`src/rtl/nvdla_cmac_dual_group_ctrl.sv`:
```
// Ping-pong register group sequencer for CMAC: tracks per-group op_en, owns the
// consumer pointer, launches the MAC datapath and flips groups on layer completion.
module nvdla_cmac_dual_group_ctrl #(
   parameter int CNT_W = 16
) (
   input  logic             nvdla_core_clk,
   input  logic             nvdla_core_rstn,
   input  logic             op_en_wr_0,
   input  logic             op_en_wr_1,
   input  logic             op_en_wr_data,
   input  logic             sw_abort,
   input  logic             dp_done,
   output logic             consumer,
   output logic [1:0]       status_0,
   output logic [1:0]       status_1,
   output logic             op_en_0,
   output logic             op_en_1,
   output logic             dp_start,
   output logic             dp_group,
   output logic             dp_busy,
   output logic [1:0]       intr_done,
   output logic [CNT_W-1:0] done_cnt,
   output logic             err_unexp_done
);

   localparam logic [1:0] ST_IDLE  = 2'd0;
   localparam logic [1:0] ST_START = 2'd1;
   localparam logic [1:0] ST_BUSY  = 2'd2;

   logic [1:0]       r_state;
   logic [1:0]       r_op_en;
   logic             r_consumer;
   logic [1:0]       r_intr_done;
   logic [CNT_W-1:0] r_done_cnt;
   logic             r_err;

   logic             w_complete;
   logic             w_unexp;
   logic [1:0]       w_set;
   logic [1:0]       w_clr;

   assign w_complete = (r_state == ST_BUSY) && dp_done;
   assign w_unexp    = dp_done && (r_state != ST_BUSY);
   assign w_set      = {op_en_wr_1 & op_en_wr_data, op_en_wr_0 & op_en_wr_data};
   // Completion retires the consumer group; a same-cycle SW set still wins.
   assign w_clr      = w_complete ? (r_consumer ? 2'b10 : 2'b01) : 2'b00;

   always_ff @(posedge nvdla_core_clk or negedge nvdla_core_rstn) begin
      if (!nvdla_core_rstn) begin
         r_state     <= ST_IDLE;
         r_op_en     <= 2'b00;
         r_consumer  <= 1'b0;
         r_intr_done <= 2'b00;
         r_done_cnt  <= '0;
         r_err       <= 1'b0;
      end else if (sw_abort) begin
         r_state     <= ST_IDLE;
         r_op_en     <= 2'b00;
         r_consumer  <= 1'b0;
         r_intr_done <= 2'b00;
         r_done_cnt  <= '0;
         r_err       <= 1'b0;
      end else begin
         r_op_en     <= w_set | (r_op_en & ~w_clr);
         r_intr_done <= w_clr;
         if (w_complete) begin
            r_consumer <= ~r_consumer;
            r_done_cnt <= r_done_cnt + CNT_W'(1);
         end
         if (w_unexp) begin
            r_err <= 1'b1;
         end
         case (r_state)
            ST_IDLE:  r_state <= r_op_en[r_consumer] ? ST_START : ST_IDLE;
            ST_START: r_state <= ST_BUSY;
            ST_BUSY:  r_state <= dp_done ? ST_IDLE : ST_BUSY;
            default:  r_state <= ST_IDLE;
         endcase
      end
   end

   assign consumer       = r_consumer;
   assign op_en_0        = r_op_en[0];
   assign op_en_1        = r_op_en[1];
   assign status_0       = !r_op_en[0] ? 2'd0 : (r_consumer == 1'b0) ? 2'd1 : 2'd2;
   assign status_1       = !r_op_en[1] ? 2'd0 : (r_consumer == 1'b1) ? 2'd1 : 2'd2;
   assign dp_start       = (r_state == ST_START);
   assign dp_busy        = (r_state == ST_START) || (r_state == ST_BUSY);
   assign dp_group       = r_consumer;
   assign intr_done      = r_intr_done;
   assign done_cnt       = r_done_cnt;
   assign err_unexp_done = r_err;

endmodule

```
`config.mk`:
```
export PLATFORM = sky130hd
export DESIGN_NAME = nvdla_cmac_dual_group_ctrl
export DESIGN_NICKNAME = d
export VERILOG_FILES = /design/src/rtl/nvdla_cmac_dual_group_ctrl.sv
export SDC_FILE = /design/constraint.sdc
export NUM_CORES = 1
export LEC_CHECK = 0
export CELL_PAD_IN_SITES_DETAIL_PLACEMENT = 1
export CELL_PAD_IN_SITES_GLOBAL_PLACEMENT = 1
export CORE_MARGIN = 3
export CORE_UTILIZATION = 41
export DETAILED_ROUTE_END_ITERATION = 10
export DONT_BUFFER_PORTS = 1
export GPL_ROUTABILITY_DRIVEN = 0
export PLACE_DENSITY_LB_ADDON = 0.1
export SKIP_LAST_GASP = 1
export SLEW_MARGIN = 0
export SYNTH_ARGS = -nofsm -noshare
export SYNTH_HDL_FRONTEND = slang
export SYNTH_SLANG_ARGS = --single-unit
```
`constraint.sdc`:
```
create_clock -name nvdla_core_clk -period 1.6 [get_ports nvdla_core_clk]
set_input_delay 0.16 -clock nvdla_core_clk [delete_from_list [all_inputs] [get_ports nvdla_core_clk]]
set_output_delay 0.16 -clock nvdla_core_clk [all_outputs]
set_load 0.1 [all_outputs]
```
==> metrics list, run 1 <==
* Clock tree from TritonCTS: done
* Number of nets with antenna violations after routing: 0
- The share of the Yosys chip area taken by registers is 50.21%.
- The critical path starts at r_state[0].
- First DRT Iteration DRCs: 38
- Top Ports: 36
* Outcome: finished with violations
- Vias in the first global route: approximately 1100
* Critical Path Sink: done_cnt[15]
* Worst skew pair latency: 310 ps
- Max Fanout on Critical Path: 8
* Final core occ: roughly two thirds
- Sequential cells burn between 50% and 60% of the power.
- Summed area of non-filler cells in the final layout: roughly 0.0017 sq mm
- Dividing total power by cell area gives a power density of 644.2 mW/mm^2.
- Clock-pin slew was measured on the worst setup and hold paths at 140 ps.
* Count of flip-flops with a built-in enable after synthesis: 0
* Post-synth net total: around 130
- Max Clock Skew: roughly 8.3 ps
- Entering global routing, the biggest net connects 25 pins.
* Die extent in x: 60.02 microns
- The count of final max-slew check failures came to 0.
* # Max-Cap Violations: 0
- Highest achievable clock rate: about 620 MHz
- For this block, the via count after detailed routing is between 1000 and 1500.
- Fraction of registers with async set/reset: 100.0%
* Syn Std Cell Area: 0.001196 sq mm
- Total of endpoints with negative setup slack in the final report: 1
- Global-route wire length before repair: between 5000 and 6000 microns
- Combinational logic burns 19.6% of the power.
* Number of port buffers: 0
* Source of the worst register-to-register timing path: r_state[0]
- The floorplan has 18 rows.
- Worst max-slew margin expressed relative to the limit: roughly 64%
* Number of instances in the synthesized netlist: ~120
* Worst voltage drop across the vdd grid: between 0.0004 and 0.0005 V
- Transition time of the tightest slew-check pin: roughly 540 ps
- After detailed routing, the average wire length per cell comes to around 17 microns.
- RSZ-0062 raised after global routing: true
- Prevailing post-synth register cell: dfrtp_1
- After synthesis the netlist holds a flip-flop and latch count of 24.
* Die Y: ~60 microns
* Sort of element at the start of the critical path: register
- Compared with the post-synthesis result, the final layout area differs by 46.03%.
- In the routed layout, each cell is associated on average with a via count of 5.465.
- Filler instances: around 270
- The clock net in this run drives a total of 24 sinks.
- Worst setup path category: register to register
* Clk network pwr share: about a quarter
* Worst hold slack: -112.4 ps
* Syn_area_per_cell: 10.05 sq um
- Most frequent cells in the layout: buf_4, nor2_1, dfrtp_4
- Leading area contributor after synthesis: dfrtp_1
- Initial core utilization: between 40% and 50%
* Post-layout min period: approximately 1600 ps
* FF-to-FF setup slack: -3 ps
- Grt total ovfl: 0
- Summed over all cells, the static leakage comes to ~0.78 nW.
- The library cell used most frequently in the layout, excluding fill and tap cells, is buf_4.
* Switching share of power: between 30 and 40%
- Data on the critical path arrives at its endpoint at roughly 1900 ps.
- DRC errors left: 0
- By area the synthesized netlist is led by dfrtp_1, xor2_1, ha_1, nor2_1, a21oi_1.
* Proportion of layout cells with a drive suffix above 1: roughly 50%
- Clock Path Buffers: 2
- Counting cells, the worst reg-to-reg path comes to 6.
- The placed instances occupy a cell area of 0.001628 sq mm.
- After the last flow step, the layout net total stands at 170.
- The analysis attributes to net switching a power of 0.3455 mW.
- Number of inserted diodes: 0
* Root Driver: clkbuf_4
- Count of TritonRoute iterations in the first routing pass: 2
- Core Area: 0.002613 sq mm
- Cell-internal power: just under 0.8 mW
* CP Data Required Time: roughly 1800 ps
- STA classifies the critical path endpoint as a register.
- Area share of the largest cell type after synthesis: 50.21%
- Number of buffers created by CTS: 3
* Count of warnings emitted by yosys: 0
- In this run, distinct cell masters in the synthesized netlist total 30.
* Die Area: about 0.0036 sq mm
- After legalization and detailed placement, the total HPWL measured roughly 2300 microns.
* Reg2reg end: done_cnt[15]
- In this run the number of H-tree levels came out at 1.
- Class of the tightest hold or removal check: primary input to register
- Dividing the final minimum period by the clock period gives 100.2%.
* Cts-stage hold buffer count: 2
- Final WL: about 3200 microns
- The initial antenna violation count is 0.
- The final reports fail on negative hold slack, negative setup slack.
* Total track usage: around a fifth
* PnR worst setup slack: -2.516 ps
* Final hold violation count: 23
* Overall power of the completed layout: 1.125 mW
[per-layer routing]
layer / vias up / routed length [microns] / track usage (%)
met2: 22 / 1748 / 33.95
met1: 513 / 1327 / 24.63
met3: 2 / 147 / 4.320
met4: 0 / 20 / 4.430
met5: - / 0 / 0
li1: 485 / - / -
[worst max-delay path, stage by stage (launching register included)]
cell and delay (ps):
dfrtp_1 420, inv_2 90, ha_4 130, and4_4 220, nand2_4 70, or4_4 480, a21oi_2 130
[synthesized netlist by cell type, types with 4 or more instances]
master,n
xor2_1,11
nand3_1,7
nor2_1,15
dfrtp_1,24
ha_1,5
nand4_1,4
nand2_1,7
a21oi_1,9
[through the flow]
| stage | setup TNS (ps) | cells | hold WS [ps] | setup WS [ps] |
|---|---|---|---|---|
| after CTS | -21.81 | 187 | -120.1 | -21.81 |
| after global placement | 0 | 179 | -135.0 | 6.538 |
| after floorplan | -443.2 | 119 | -135.6 | -106.3 |
| final | -2.516 | 187 | -112.4 | -2.516 |
| after detailed placement | -171.0 | 179 | -135.1 | -97.95 |
| after global routing | -194.4 | 187 | -143.3 | -77.97 |
[cell families after synthesis]
kind of cell,after synthesis,share of synthesized area (%)
AO/OA/AOI/OAI,17,8.368
XOR/XNOR,11,8.054
AND/OR/NAND/NOR,53,24.27
adder cells (fa/ha/maj),5,5.230
buffers and inverters,9,3.870
flip-flops,24,50.21
[timing repair]
action / 4_1_cts / 5_1_grt
pin swaps: 7 / 3
setup buffers: 2 / 0
endpoints found under the setup margin: 3 / 9
hold endpoints to repair: 47 / 23
gates resized for setup: 4 / 6
gates cloned: 0 / 0
[state kept, by name, indices dropped and copies added, names as in the netlist]
| signal | flops |
|---|---|
| intr_done | 2 |
| r_op_en | 2 |
| r_state | 2 |
| done_cnt | 16 |
| consumer | 1 |
| err_unexp_done | 1 |
[cell type report]
| class | instances | area (sq um) | share of cell area (%) |
|---|---|---|---|
| Sequential cell | 24 | 651.9 | 37.32 |
| Inverter | 3 | 11.26 | 0.6447 |
| Timing Repair Buffer | 40 | 381.6 | 21.85 |
| Multi-Input combinational cell | 86 | 638.1 | 36.53 |
| Tap cell | 30 | 37.54 | 2.149 |
| Clock buffer | 4 | 26.28 | 1.504 |
[worst min-delay path by stage]
| stage | start | to | slack [ps] | depth (start not counted) |
|---|---|---|---|---|
| 2_1_floorplan | nvdla_core_rstn | consumer | -140 | 0 |
| 3_3_place_gp | nvdla_core_rstn | consumer | -130 | 0 |
| 3_5_place_dp | nvdla_core_rstn | consumer | -140 | 0 |
| 4_1_cts | sw_abort | done_cnt[6] | -120 | 1 |
| 5_1_grt | sw_abort | done_cnt[11] | -140 | 1 |
| 6_report | sw_abort | done_cnt[11] | -110 | 1 |
[power by group through the flow]
stage	Combinational (mW)	Clock (mW)	Sequential, mW
after global routing	0.232	0.307	0.628
after global placement	0.190	0	0.638
after floorplan	0.0982	0	0.687
after detailed placement	0.193	0	0.638
final	0.221	0.278	0.627
after CTS	0.217	0.287	0.626
Note: power is estimated with default switching activity, not from simulation.
==> run 2, diff against run 1 <==
REMOVE_ABC_BUFFERS = 1   (was unset)
==> metrics list, run 2 (synthesized netlist as in run 1, its figures left out) <==
* Worst hold slack: -134.1 ps
- Library cell contributing the largest single delay on the critical path: dfrtp_1
- Clock Path Buffers: 2
- Across all layers, the routed design uses ~1000 vias.
- Core Area: 0.002613 sq mm
* Outcome: finished with violations
- Leaving out fill and tap cells, the most frequent cell in the layout is buf_4.
* Largest stage delay on the critical path: 380 ps
* Sequential cell area in the final layout: 603.1 sq um
* Count of non-filler cells in the finished layout: ~190
- The worst setup path is of the register to primary output kind.
* Summed area of non-filler cells in the final layout: roughly 0.0016 sq mm
- Initial core utilization: 45.79%
- Clk sinks: 24
* Number of port buffers: 0
- Of all nets on the critical path, the largest fanout is 2.
* Antenna violations before repair: 0
- In this run the horizontal extent of the chip is 60.02 microns.
- After layout, the worst setup slack is roughly 30 ps.
- The first global-routing pass estimated 5395 microns of wire.
* Source of the worst register-to-register timing path: r_state[0]
- Cells along the critical path: inv_2 > buf_4 > ha_1 > buf_12
- Die Y: 60.02 microns
- The clock arrives with 9.872 ps of skew.
- In the global route stage, met2 resource usage came out at 33.49%.
- The detail route stage leaves a number of antenna-violating nets equal to 0.
* Met3 Usage GRT: ~6.5%
- In this design, the largest share of critical-path delay is due to flip-flops.
- Syn-to-layout area delta: 36.92%
- In this run switching power makes up a little under a third of total power.
* Clk network pwr share: between 20% and 30%
- Clock tree from TritonCTS: done
- The library cells used most frequently in the layout, excluding fill and tap cells, are buf_4, dfrtp_1, nor2_1.
- Total track usage: between 20 and 25%
- Power density over the cells: 689.0 mW/mm^2
* Proportion of layout cells with a drive suffix above 1: about 37%
* First DRT Iteration DRCs: 15
- For this design the static power due to leakage is around 0.79 nW.
- Highest achievable clock rate: 636.9 MHz
* Launching element of the worst setup path: r_state[0]
- Sequential cells account for a little under three fifths of the total power.
- Grt total ovfl: 0
- The worst path needs 1570 ps of the cycle, external delays included.
- Final WL: approximately 3400 microns
* Crit end category: primary output
- For this design the total switching power over the nets is approximately 0.36 mW.
- Global routing met1 resource utilization: 24.36%
* Worst skew pair latency: approximately 330 ps
* Final hold violation count: 23
* Layout Nets: ~170
- Placed wire-length estimate: 2360 microns
- After clock tree synthesis, the flow added hold-fix buffers numbering 2.
- STA puts the critical path data required time at ~1400 ps.
* Routed len/inst: ~18 microns
- Worst max-slew margin expressed relative to the limit: ~27%
- The path class of the tightest hold or removal check is primary input to register.
- Arrival @ worst endpoint: roughly 1400 ps
- Pins Over Slew Limit: 0
- Combinational share of power: between 15 and 20%
- Die Area: around 0.0036 sq mm
- The global routing stage identified its most utilized layer as met2.
* Number of core rows: 18
* Worst voltage drop across the vdd grid: 0.0006125 V
- For the pin with the worst max-slew slack, the measured transition is 1089 ps.
* Number of flip-flops in the largest register: 16
* Sort of element at the start of the critical path: register
- Pre-CTS setup slack: -46.88 ps
- Counting both buffers and inverters, the worst setup path holds a total of 3.
- Before antenna repair, the detailed router went through 4 iterations.
- Cells fill between 60% and 70% of the core in the end.
- Counting tap cells, the placed design contains a total of between 150 and 200 instances.
- Largest net degree at the start of global routing: 25
- Vias in the first global route: between 1000 and 1500
- H-tree depth reported by CTS: 1
- Root Driver: clkbuf_4
- Period Utilization, post-route: 98.12%
* Clock edge transition at the registers on the reported setup and hold paths: roughly 140 ps
- In this run the most critical hold path is launched from sw_abort.
- The final reports fail on negative hold slack.
- Top Ports: 36
- Once placement finished, the instance area stood at 0.001530 sq mm.
* Number of buffers created by CTS: 3
- In the final layout, the multi-input gates occupy around 600 sq um.
- For this run, design rule violations remaining after detail routing come to 0.
* Filler instances: about 300
* RSZ-0062 raised after global routing: true
- Via density per instance: around 5.6
- Max-cap violations in this run came to 0.
- Cell-internal power: 0.7705 mW
- Number of inserted diodes: 0
- Setup violations remaining at the end of the flow were counted as 0.
## run 2: changes by cell type in the layout (fill, tap and decap cells not counted), sizes merged
| cell | before | now |
|---|---|---|
| buf | 39 | 37 |
| dlygate4sd3 | 1 | 2 |
## run 2: what timing repair did
| item | in CTS | in global routing |
|---|---|---|
| setup buffers | 0 | 2 |
| setup endpoints to repair | 4 | 7 |
| gates resized for setup | 7 | 5 |
| pin swaps | 6 | 5 |
| hold endpoints to repair | 48 | 23 |
## run 2: power groups by stage
stage | sequential (mW) | clock [mW] | combinational (mW)
final | 0.625 | 0.294 | 0.209
after global routing | 0.627 | 0.317 | 0.218
after CTS | 0.626 | 0.293 | 0.209
after detailed placement | 0.636 | 0 | 0.190
after global placement | 0.635 | 0 | 0.187
after floorplan | 0.690 | 0 | 0.0800
## run 2: final timing paths
check                                 endpoint  slack (ps)  cells after the start
worst max-delay path                   dp_busy          30                      4
worst min-delay path                  consumer        -130                      1
worst max register to register    done_cnt[11]          40                      6
worst min register to register  err_unexp_done         550                      2
max in group asynchronous           r_state[1]         410                      1
min in group asynchronous         done_cnt[11]         450                      1
## run 2: area by class of cell
class / count / share of cell area [%]
Tap cell: 30 / 2.292
Timing Repair Buffer: 39 / 22.00
Clock buffer: 4 / 1.604
Inverter: 3 / 0.6875
Multi-Input combinational cell: 86 / 36.59
Sequential cell: 24 / 36.82
## run 2: per-layer routing
metal  share of wire [%]  vias to the layer above
met4                 2.4                        0
met2                  51                       36
li1                    -                      484
met1                  40                      514
met5                   0                        -
met3                 6.4                        9
## run 2: stage by stage
step	TNS [ps]	power (mW)
after global routing	-95.75	1.162
after global placement	0	0.8224
final	0	1.128
after CTS	-16.43	1.128
after detailed placement	-105.7	0.8261
after floorplan	-14630	0.7701
